<file path="config.mk">
export PLATFORM = sky130hd
export DESIGN_NAME = rgb_palette_lut_flat
export DESIGN_NICKNAME = d
export VERILOG_FILES = /design/src/rtl/rgb_palette_if.sv /design/src/rtl/rgb_palette_lut.sv /design/src/flat_wrapper.sv
export SDC_FILE = /design/constraint.sdc
export NUM_CORES = 1
export LEC_CHECK = 0
export ABC_AREA = 1
export BUFFER_PORTS_ARGS = -buffer_cell sky130_fd_sc_hd__buf_2
export CAP_MARGIN = 20
export CORE_AREA = 2 2 152 154
export CTS_CLUSTER_SIZE = 12
export DETAILED_ROUTE_END_ITERATION = 8
export DIE_AREA = 0 0 154 156
export GPL_ROUTABILITY_DRIVEN = 0
export SKIP_CTS_REPAIR_TIMING = 1
export SKIP_LAST_GASP = 1
export SLEW_MARGIN = 5
export SYNTH_ARGS = -nofsm -noshare
export SYNTH_HDL_FRONTEND = slang
export SYNTH_SLANG_ARGS = --single-unit
</file>
<file path="constraint.sdc">
create_clock -name clk -period 10.3 [get_ports clk]
set_clock_uncertainty 0.2 [all_clocks]
set_input_delay 1.545 -clock clk [delete_from_list [all_inputs] [get_ports clk]]
set_output_delay 1.545 -clock clk [all_outputs]
set_load 0.01 [all_outputs]
</file>
<file path="src/rtl/rgb_palette_if.sv">
// rgb_palette_if: lookup request/response handshake plus palette write port
// for rgb_palette_lut. IDX_W and CH_W must match the attached palette.
// With RGB_PALETTE_DIM_EN defined, a per-request dim bit is carried as well.
interface rgb_palette_if #(
  parameter int IDX_W = 3,
  parameter int CH_W  = 8
);
  logic                  enable;
  logic                  in_valid;
  logic                  in_ready;
  logic [IDX_W-1:0]      colour;
  logic                  out_valid;
  logic                  out_ready;
  logic [3*CH_W-1:0]     rgb;
  logic                  out_err;
  logic                  wr_en;
  logic [IDX_W-1:0]      wr_addr;
  logic [3*CH_W-1:0]     wr_data;
`ifdef RGB_PALETTE_DIM_EN
  logic                  dim;
`endif

  // Requester / palette writer side
  modport master (
`ifdef RGB_PALETTE_DIM_EN
    output dim,
`endif
    output enable, in_valid, colour, out_ready, wr_en, wr_addr, wr_data,
    input  in_ready, out_valid, rgb, out_err
  );

  // Palette side
  modport slave (
`ifdef RGB_PALETTE_DIM_EN
    input  dim,
`endif
    input  enable, in_valid, colour, out_ready, wr_en, wr_addr, wr_data,
    output in_ready, out_valid, rgb, out_err
  );
endinterface

</file>
<file path="src/rtl/rgb_palette_lut.sv">
// rgb_palette_lut: writable colour palette, index -> packed {R,G,B}.
// Two-stage valid/ready pipeline (S1 = index, S2 = colour result) with
// backpressure; one lookup per cycle when not stalled.
// Optional macro RGB_PALETTE_DIM_EN adds a per-request dim bit that halves
// each channel of in-range results.
module rgb_palette_lut #(
  parameter int DEPTH = 8,
  parameter int IDX_W = 3,
  parameter int CH_W  = 8
) (
  input  logic          clk,
  input  logic          rst,
  rgb_palette_if.slave  bus
);
  localparam int RGB_W = 3 * CH_W;
  localparam int AW    = (DEPTH > 1) ? $clog2(DEPTH) : 1;
  // DEPTH can equal 2**IDX_W, so the compare needs one extra bit.
  localparam logic [IDX_W:0] DEPTH_C = (IDX_W + 1)'(DEPTH);

  logic [RGB_W-1:0] r_mem [DEPTH];

  logic             r_vld_p1;
  logic [IDX_W-1:0] r_idx_p1;
  logic             r_vld_p2;
  logic [RGB_W-1:0] r_rgb_p2;
  logic             r_err_p2;
`ifdef RGB_PALETTE_DIM_EN
  logic             r_dim_p1;
`endif

  logic             w_advance;
  logic             w_rd_in_range;
  logic             w_wr_in_range;
  logic [RGB_W-1:0] w_rd_data;
  logic [RGB_W-1:0] w_rgb_next;

  // Reset colour for an entry: bit2 = red, bit1 = green, bit0 = blue.
  function automatic logic [RGB_W-1:0] default_rgb(input logic [2:0] code);
    return {{CH_W{code[2]}}, {CH_W{code[1]}}, {CH_W{code[0]}}};
  endfunction

`ifdef RGB_PALETTE_DIM_EN
  // Halve every channel independently (no carry between channels).
  function automatic logic [RGB_W-1:0] dim_rgb(input logic [RGB_W-1:0] c);
    logic [RGB_W-1:0] d;
    d = '0;
    for (int k = 0; k < 3; k++) begin
      d[k*CH_W +: CH_W] = c[k*CH_W +: CH_W] >> 1;
    end
    return d;
  endfunction
`endif

  assign w_advance     = bus.enable && (!r_vld_p2 || bus.out_ready);
  assign w_wr_in_range = ({1'b0, bus.wr_addr} < DEPTH_C);

  assign bus.in_ready  = w_advance;
  assign bus.out_valid = r_vld_p2;
  assign bus.rgb       = r_rgb_p2;
  assign bus.out_err   = r_err_p2;

  // Table read of the S1 index; out-of-range indices resolve to black.
  always_comb begin
    w_rd_in_range = ({1'b0, r_idx_p1} < DEPTH_C);
    w_rd_data     = '0;
    if (w_rd_in_range) begin
      w_rd_data = r_mem[r_idx_p1[AW-1:0]];
    end
    w_rgb_next = w_rd_data;
`ifdef RGB_PALETTE_DIM_EN
    if (r_dim_p1) begin
      w_rgb_next = dim_rgb(w_rd_data);
    end
`endif
  end

  // Pipeline registers; everything holds unless the pipe advances.
  always_ff @(posedge clk or posedge rst) begin
    if (rst) begin
      r_vld_p1 <= 1'b0;
      r_idx_p1 <= '0;
      r_vld_p2 <= 1'b0;
      r_rgb_p2 <= '0;
      r_err_p2 <= 1'b0;
`ifdef RGB_PALETTE_DIM_EN
      r_dim_p1 <= 1'b0;
`endif
    end else if (w_advance) begin
      // ---- input -> S1 ----
      r_vld_p1 <= bus.in_valid;
      r_idx_p1 <= bus.colour;
`ifdef RGB_PALETTE_DIM_EN
      r_dim_p1 <= bus.dim;
`endif
      // ---- S1 -> S2 (bubbles leave the last result on rgb) ----
      r_vld_p2 <= r_vld_p1;
      if (r_vld_p1) begin
        r_rgb_p2 <= w_rgb_next;
        r_err_p2 <= !w_rd_in_range;
      end
    end
  end

  // Palette storage: defaults on reset, runtime writes while enabled.
  // A write landing on the same edge as the S1->S2 read is not seen by
  // that read, since the read samples the pre-edge contents.
  always_ff @(posedge clk or posedge rst) begin
    if (rst) begin
      for (int i = 0; i < DEPTH; i++) begin
        r_mem[AW'(i)] <= default_rgb(i[2:0]);
      end
    end else if (bus.enable && bus.wr_en && w_wr_in_range) begin
      r_mem[bus.wr_addr[AW-1:0]] <= bus.wr_data;
    end
  end
endmodule

</file>
<file path="src/flat_wrapper.sv">
// flat-port wrapper written by rule: the top's interface ports become plain ports
module rgb_palette_lut_flat 
#(
  parameter int DEPTH = 8,
  parameter int IDX_W = 3,
  parameter int CH_W  = 8
)
  (clk, rst, bus_enable, bus_in_valid, bus_colour, bus_out_ready, bus_wr_en, bus_wr_addr, bus_wr_data, bus_in_ready, bus_out_valid, bus_rgb, bus_out_err);
  rgb_palette_if #(.IDX_W(IDX_W), .CH_W(CH_W)) bus_i ();
  input  logic clk;
  input  logic rst;
  input wire logic [$bits(bus_i.enable)-1:0] bus_enable;
  input wire logic [$bits(bus_i.in_valid)-1:0] bus_in_valid;
  input wire logic [$bits(bus_i.colour)-1:0] bus_colour;
  input wire logic [$bits(bus_i.out_ready)-1:0] bus_out_ready;
  input wire logic [$bits(bus_i.wr_en)-1:0] bus_wr_en;
  input wire logic [$bits(bus_i.wr_addr)-1:0] bus_wr_addr;
  input wire logic [$bits(bus_i.wr_data)-1:0] bus_wr_data;
  output wire logic [$bits(bus_i.in_ready)-1:0] bus_in_ready;
  output wire logic [$bits(bus_i.out_valid)-1:0] bus_out_valid;
  output wire logic [$bits(bus_i.rgb)-1:0] bus_rgb;
  output wire logic [$bits(bus_i.out_err)-1:0] bus_out_err;
  assign bus_i.enable = bus_enable;
  assign bus_i.in_valid = bus_in_valid;
  assign bus_i.colour = bus_colour;
  assign bus_i.out_ready = bus_out_ready;
  assign bus_i.wr_en = bus_wr_en;
  assign bus_i.wr_addr = bus_wr_addr;
  assign bus_i.wr_data = bus_wr_data;
  assign bus_in_ready = bus_i.in_ready;
  assign bus_out_valid = bus_i.out_valid;
  assign bus_rgb = bus_i.rgb;
  assign bus_out_err = bus_i.out_err;
  rgb_palette_lut #(.DEPTH(DEPTH), .IDX_W(IDX_W), .CH_W(CH_W)) u_core (.clk(clk), .rst(rst), .bus(bus_i));
endmodule
</file>
=== After elaboration in Yosys (flattened, before gate mapping) ===
Cells that the tools add are included.

* Register bits after elaboration: 221
* Input port bits: 36
* Output and inout port bits: 27
* Logic and storage cells: 31

* Magnitude comparators: 3
* Muxes and demuxes: 6
* Bitwise operators: 3
* Reductions and logical operators: 7

{| class="wikitable"
|+ Operators with widths
! cell !! number
|-
| $bwmux W192 || 1
|-
| $bmux W24 S3 || 1
|-
| $demux W24 S3 || 1
|-
| $mux W24 || 3
|-
| $ge A4 B4 Y1 const B || 2
|-
| $not A3 Y4 || 2
|-
| $lt A4 B1 Y1 const B || 1
|-
| $reduce_and A2 Y1 || 2
|-
| $logic_and A1 B1 Y1 || 3
|-
| $logic_not A1 Y1 || 1
|-
| $logic_or A1 B1 Y1 || 1
|-
| $not A1 Y1 || 1
|}

=== Logic depth before layout (Yosys ltp) ===
Gate-level depths: netlist of run 1.

* Depth in word-level cells: 6
* Mapped depth: 9
* Gate-level depth less buffers: 7

=== Worst setup path after synthesis of run 1 ===
Ideal clock, no wire load.

* Path type: input port to flip-flop
* Start: input port rst
* End: register u_core.r_mem[24] (netlist bit) (enable)
* Library setup time: 0.405 ns
* Data arrival time: 5.607 ns
* Slack: 4.088 ns
* Stages: 3
* Path buffers: 0
* Path through: inv_1 > nand3_1 > nor2_1

* Word-level cells in the longest chain between the ends: 2

{| class="wikitable"
|+ RTL lines
! what !! line !! RTL
|-
| from (decl) || flat_wrapper.sv:11 || <nowiki>input logic rst;</nowiki>
|-
| $not A1 Y1 (no line) || - ||
|-
| $reduce_and A2 Y1 (no line) || - ||
|-
| to (signal, indexed assignment) || rgb_palette_lut.sv:110 || <nowiki>r_mem[AW'(i)] <= default_rgb(i[2:0]);</nowiki>
|-
| to (signal, indexed assignment) || rgb_palette_lut.sv:113 || <nowiki>r_mem[bus.wr_addr[AW-1:0]] <= bus.wr_data;</nowiki>
|-
| to (decl) || rgb_palette_lut.sv:20 || <nowiki>logic [RGB_W-1:0] r_mem [DEPTH];</nowiki>
|}

No other way between the ends.
A chain may end at the register's enable or synchronous reset.

=== Worst setup path after layout of run 1 ===
* Start: input port bus_out_ready
* End: output port bus_in_ready

* Word-level cells in the longest chain between the ends: 2

{| class="wikitable"
|+ RTL lines
! what !! line !! RTL
|-
| from (decl) || flat_wrapper.sv:15 || <nowiki>input wire logic [$bits(bus_i.out_ready)-1:0] bus_out_ready;</nowiki>
|-
| $logic_or A1 B1 Y1 || rgb_palette_lut.sv:54 || <nowiki>assign w_advance = bus.enable && (!r_vld_p2 || bus.out_ready);</nowiki>
|-
| $logic_and A1 B1 Y1 || rgb_palette_lut.sv:54 ||
|-
| to (decl) || flat_wrapper.sv:19 || <nowiki>output wire logic [$bits(bus_i.in_ready)-1:0] bus_in_ready;</nowiki>
|}

No other way between the ends.

==> results of run 1 <==
## per-stage QoR
stage | utilization [%] | worst slack [ns]
finish | 49.30 | 6.264
global route | 49.30 | 6.180
CTS | 49.18 | 6.267
detailed placement | 45.94 | 6.266
global placement | 45.94 | 6.279
floorplan | - | 4.088
## cells in the mapped netlist
library cell / number
clkinv_1: 1
edfxtp_1: 96
buf_6: 12
nor2_1: 6
inv_4: 1
buf_4: 7
o21ai_1: 27
dfrtp_1: 93
inv_1: 176
o21ai_0: 75
conb_1: 1
dfstp_2: 32
nand3_1: 147
nor2_2: 2
inv_2: 1
buf_1: 2
clkbuf_1: 13
nand2_1: 393
buf_2: 27
## worst register-to-register path, cell delays in order (launching register included)
cell,delay [ns]
dfrtp_2,0.82
buf_4,0.76
nand2_1,0.16
nand3_1,0.12
nand3_1,0.12
nand3_1,0.10
nand2_1,0.05
## registers in the layout, summed over array words and instances (netlist names)
name	count
u_core.r_mem	192
u_core.bus.rgb	24
u_core.r_idx_p1	3
u_core.bus.out_valid	1
u_core.r_vld_p1	1
## worst min path at each step
stage / from / endpoint / slack, ns / depth (start not counted)
6_report: u_core.r_mem[149]$_DFFE_PP1P_ / u_core.r_mem[149]$_DFFE_PP1P_ / 0.27 / 2
5_1_grt: u_core.r_mem[148]$_DFFE_PP1P_ / u_core.r_mem[148]$_DFFE_PP1P_ / 0.29 / 2
4_1_cts: u_core.r_mem[149]$_DFFE_PP1P_ / u_core.r_mem[149]$_DFFE_PP1P_ / 0.27 / 2
3_5_place_dp: u_core.bus.rgb[22]$_DFFE_PP0P_ / u_core.bus.rgb[22]$_DFFE_PP0P_ / 0.26 / 2
3_3_place_gp: u_core.bus.rgb[20]$_DFFE_PP0P_ / u_core.bus.rgb[20]$_DFFE_PP0P_ / 0.26 / 2
2_1_floorplan: u_core.r_mem[147]$_DFFE_PP1P_ / u_core.r_mem[147]$_DFFE_PP1P_ / 0.25 / 2
## report_power, final
| part | switching [W] | total [W] | leakage (nW) | internal, W |
|---|---|---|---|---|
| Sequential | 0.0000829 | 0.00115 | 2.37 | 0.00107 |
| Clock | 0.000334 | 0.000795 | 0.353 | 0.000462 |
| Combinational | 0.000290 | 0.000453 | 2.58 | 0.000163 |
## metal layers
metal | global-route usage (%) | vias to the layer above | wire, um
li1 | - | 3568 | -
met2 | 32.42 | 196 | 10560
met3 | 3.333 | 42 | 1406
met4 | 5.518 | 4 | 482
met1 | 28.33 | 3320 | 10870
met5 | 0 | - | 26
## kinds of logic (layout without fill, tap and decap cells)
group,count (synthesis),in the layout
AO/OA/AOI/OAI,102,102
buffers and inverters,240,300
flip-flops,221,221
other,1,1
AND/OR/NAND/NOR,548,548
## cells in the final DEF (no fill, tap or decap), drive strengths merged
cell type | Yosys | final
buf | 48 | 77
nand2 | 393 | 393
nor2 | 8 | 8
conb | 1 | 1
inv | 178 | 179
nand3 | 147 | 147
o21ai | 102 | 102
clkbuf | 13 | 38
clkinv | 1 | 6
dfrtp | 93 | 93
dfstp | 32 | 32
edfxtp | 96 | 96
## cell type report
cell class              count  share of cell area (%)
multi-input cells         651                   25.12
well taps                 285                   3.234
flip-flops and latches    221                   54.90
clock buffers              38                   6.298
inverters                 179                   6.139
clock inverters             6                  0.2723
repair buffers             77                   4.039
==> impl_metrics.env, run 1 <==
export IMPL_status="finished, final reports clean"
export IMPL_leakage_nw=5.304
export IMPL_reg2reg_from="u_core.r_idx_p1[0]$_DFFE_PP0P_"
export IMPL_syn_nets=1148
export IMPL_multi_input_area_sq_um=2770
export IMPL_synth_area_mux_share_pct=0
export IMPL_worstRegToRegCells=6
export IMPL_tns_ns=0
export IMPL_routed_via_density=4.894
export IMPL_io_buffers=61
export IMPL_cp_top_family="buffers and inverters"
export IMPL_wl_per_cell_um=16.02
export IMPL_synth_compound_area_share_pct=5.175
export IMPL_finalCritPeriodShare_pct=39.19
export IMPL_endpoint="bus_in_ready"
export IMPL_first_pass_iters=5
export IMPL_cp_slowest_cell="clkinv_1"
export IMPL_path_common_cell="buf_2"
export IMPL_critPathRequiredTime_ns=8.56
export IMPL_ys_types=19
export IMPL_grt_pass1_vias=6827
export IMPL_synthAdderAreaFrac_pct=0
export IMPL_boundaryPins=63
export IMPL_register_area_sq_um=6053
export IMPL_cts_tree="yes"
export IMPL_rows=55
export IMPL_dieWidth_um=154
export IMPL_path_max_fanout=10
export IMPL_cts_root_buffer="clkbuf_16"
export IMPL_drv_slew=0
export IMPL_crit_chain="buf_2, o21ai_1, clkinv_1, buf_2"
export IMPL_wirelength_um=23350
export IMPL_r2r_end="u_core.bus.rgb[2]$_DFFE_PP0P_"
export IMPL_p_total_w=0.002399
export IMPL_avgSynthCellArea_sq_um=8.871
export IMPL_dp_cells=1412
export IMPL_worstPathBufferInverterCount=3
export IMPL_synth_top_family_by_area="simple AND/OR/NAND/NOR gates"
export IMPL_ys_seq_elements=221
export IMPL_track_usage_pct=20.10
export IMPL_cp_depth=4
export IMPL_hold_viol=0
export IMPL_rrSetupSlack_ns=7.86
export IMPL_worstMarginPinSlew_ns=0.9504
export IMPL_critPathLaunchType="primary input"
export IMPL_fill_cells=2112
export IMPL_worstSetupStartpoint="bus_out_ready"
export IMPL_rsz0062_at_grt="false"
export IMPL_overflow=0
export IMPL_htree_levels=1
export IMPL_worstSkewPairLatency_ns=0.51
export IMPL_period_needed_ns=4.036
export IMPL_peakVddDrop_mv=0.1041
export IMPL_place_area_sq_um=10270
export IMPL_clk_pin_slew_worst_paths_ns=0.06
export IMPL_fin_cells=1457
export IMPL_powerDensity_nw_per_um2=217.6
export IMPL_slowest_delay_ns=0.24
export IMPL_n_antenna_cell=0
export IMPL_crit_type="in2out"
export IMPL_clock_sinks=221
export IMPL_ant_nets=0
export IMPL_drc=0
export IMPL_syn_to_final_growth_pct=11.78
export IMPL_synthXorXnorAreaFrac_pct=0
export IMPL_synth_seq_area_share_pct=61.34
export IMPL_first_iter_violations=644
export IMPL_arrival_ns=2.29
export IMPL_synth_largest_area_cell="edfxtp_1"
export IMPL_yosys_warnings=0
export IMPL_synth_cells=1112
export IMPL_clockBufferDepth=3
export IMPL_core_sq_um=22370
export IMPL_grt_max_degree=98
export IMPL_dp_hpwl_um=13170
export IMPL_grt_pass1_wl_um=37690
export IMPL_grt_antenna_before_repair=2
export IMPL_die_area_sq_um=24020
export IMPL_max_cap_violations=0
export IMPL_max_freq_mhz=247.7
export IMPL_drive_above_1_share_pct=12.80
export IMPL_numCtsBuffers=24
export IMPL_nNetsFinal=1190
export IMPL_yosysTopAreaCellShare_pct=29.22
export IMPL_whs_ns=0.2737
export IMPL_ys_top_cells_by_area="edfxtp_1 29%, dfrtp_1 24%, nand2_1 15%"
export IMPL_synth_area_sq_um=9864
export IMPL_initial_core_util_pct=44.11
export IMPL_max_slew_margin_pct=36.64
export IMPL_vias=7130
export IMPL_yosys_area_share_simple_pct=22.77
export IMPL_fp_dieH_um=156
export IMPL_critPathCaptureType="primary output"
export IMPL_fin_area_sq_um=11030
export IMPL_setup_viol=0
export IMPL_min_path_type="reg2reg"
(Power assumes the default switching activity.)
==> run 2: changes to the inputs <==
- clock period: 10.3 -> 3.8 ns (I/O delays scaled with it)
==> run 2 against run 1 <==
Total power rose to 2.8 times the previous value. Sequential share of layout area fell by 0.57 points. Combinational power rose to 2.8 times the previous value. Final cell count rose by 0.34%. Critical path type is now reg2out. Critical endpoint unchanged. Highest routed layer is now met4.
==> impl_metrics.env, run 2 (synthesized netlist as in run 1, its figures left out) <==
export IMPL_clockBufferDepth=3
export IMPL_path_max_fanout=10
export IMPL_hold_viol=0
export IMPL_wirelength_um=23720
export IMPL_max_cap_violations=0
export IMPL_period_needed_ns=2.311
export IMPL_routed_via_density=4.930
export IMPL_fp_dieH_um=156
export IMPL_fin_cells=1462
export IMPL_first_pass_iters=5
export IMPL_cts_root_buffer="clkbuf_16"
export IMPL_cts_tree="yes"
export IMPL_numCtsBuffers=24
export IMPL_max_freq_mhz=432.6
export IMPL_grt_pass1_wl_um=38120
export IMPL_rsz0062_at_grt="false"
export IMPL_drive_above_1_share_pct=13.59
export IMPL_finalCritPeriodShare_pct=60.82
export IMPL_critPathRequiredTime_ns=3.03
export IMPL_cp_slowest_cell="dfrtp_1"
export IMPL_final_common_cell="nand2_1"
export IMPL_leakage_nw=5.365
export IMPL_worstPathBufferInverterCount=3
export IMPL_die_area_sq_um=24020
export IMPL_htree_levels=1
export IMPL_grt_max_degree=62
export IMPL_clk_pin_slew_worst_paths_ns=0.06
export IMPL_ant_nets=0
export IMPL_cp_top_family="buffers and inverters"
export IMPL_grt_antenna_before_repair=0
export IMPL_fin_area_sq_um=11140
export IMPL_rows=55
export IMPL_overflow=0
export IMPL_crit_type="reg2out"
export IMPL_syn_to_final_growth_pct=12.95
export IMPL_core_sq_um=22370
export IMPL_crit_chain="inv_1, o21ai_1, clkinv_1, buf_2"
export IMPL_worstMarginPinSlew_ns=0.7793
export IMPL_place_area_sq_um=10350
export IMPL_n_antenna_cell=0
export IMPL_boundaryPins=63
export IMPL_arrival_ns=1.54
export IMPL_max_slew_margin_pct=47.92
export IMPL_wl_per_cell_um=16.22
export IMPL_final_cell_mix="393 x nand2_1, 175 x inv_1, 147 x nand3_1"
export IMPL_clock_sinks=221
export IMPL_grt_pass1_vias=7010
export IMPL_dieWidth_um=154
export IMPL_slowest_delay_ns=0.33
export IMPL_powerDensity_nw_per_um2=598.5
export IMPL_peakVddDrop_mv=0.2842
export IMPL_largest_reg_flops=192
export IMPL_nNetsFinal=1195
export IMPL_dp_hpwl_um=13290
export IMPL_critPathLaunchType="flop"
export IMPL_critPathCaptureType="primary output"
export IMPL_io_buffers=61
export IMPL_worstSkewPairLatency_ns=0.51
export IMPL_vias=7208
export IMPL_track_usage_pct=20.11
export IMPL_dp_cells=1418
export IMPL_min_path_type="in2async"
export IMPL_setup_viol=0
export IMPL_first_iter_violations=531
export IMPL_drc=0
export IMPL_status="finished, final reports clean"
export IMPL_drv_slew=0
export IMPL_initial_core_util_pct=44.11
export IMPL_largest_register="u_core.r_mem"
export IMPL_utilization_pct=49.82
==> run 2: per-layer routing <==
layer / GRT usage (%) / up-vias / part of all wire [%]
li1: - / 3568 / -
met3: 3.056 / 31 / 5.5
met4: 5.429 / 0 / 1.6
met1: 28.85 / 3427 / 48
met2: 32.09 / 182 / 45
met5: 0 / - / 0
==> run 2: where the power goes <==
| part | internal (W) | switching, W | total, W |
|---|---|---|---|
| logic | 0.000448 | 0.000817 | 0.00126 |
| registers | 0.00290 | 0.000192 | 0.00309 |
| clock network | 0.00141 | 0.000907 | 0.00232 |
| total | 0.00475 | 0.00192 | 0.00667 |
==> run 2: final timing paths <==
path | startpoint | end | slack, ns | depth (start not counted)
setup / recovery | u_core.bus.out_valid$_DFFE_PP0P_ | bus_in_ready | 1.49 | 4
hold / removal | rst | u_core.r_mem[173]$_DFFE_PP0P_ | 0.02 | 3
setup reg to reg | u_core.r_idx_p1[0]$_DFFE_PP0P_ | u_core.bus.rgb[2]$_DFFE_PP0P_ | 1.57 | 7
hold reg to reg | u_core.r_mem[147]$_DFFE_PP1P_ | u_core.r_mem[147]$_DFFE_PP1P_ | 0.28 | 2
max in group asynchronous | rst | u_core.r_idx_p1[1]$_DFFE_PP0P_ | 2.50 | 4
min in group clk | bus_in_valid | u_core.r_vld_p1$_DFFE_PP0P_ | 0.08 | 3
==> run 2: layout make-up <==
cell class              instances  area [sq um]
inverters                     179         678.2
flip-flops and latches        221          6053
repair buffers                 82         488.0
multi-input cells             651          2770
well taps                     285         356.6
fillers                      2080         11220
clock inverters                 3         40.04
clock buffers                  41         755.7
==> run 2: worst register-to-register path: cells and delay by family (launching register included) <==
family	cells	cell delay [ns]
DFF	1	0.38
buffers and inverters	2	1.06
and+or+nand+nor	5	0.46
==> run 2: metrics by stage <==
step                hold WS [ns]  power [W]  setup TNS (ns)  worst slack (ns)
finish                   0.02271   0.006669               0             1.489
global route             0.05518   0.007039               0             1.317
global placement          0.2591   0.004376               0             1.569
CTS                      0.04319   0.006727               0             1.464
detailed placement        0.2626   0.004397               0             1.531
floorplan                 0.2518   0.003975         -0.6107          -0.01494
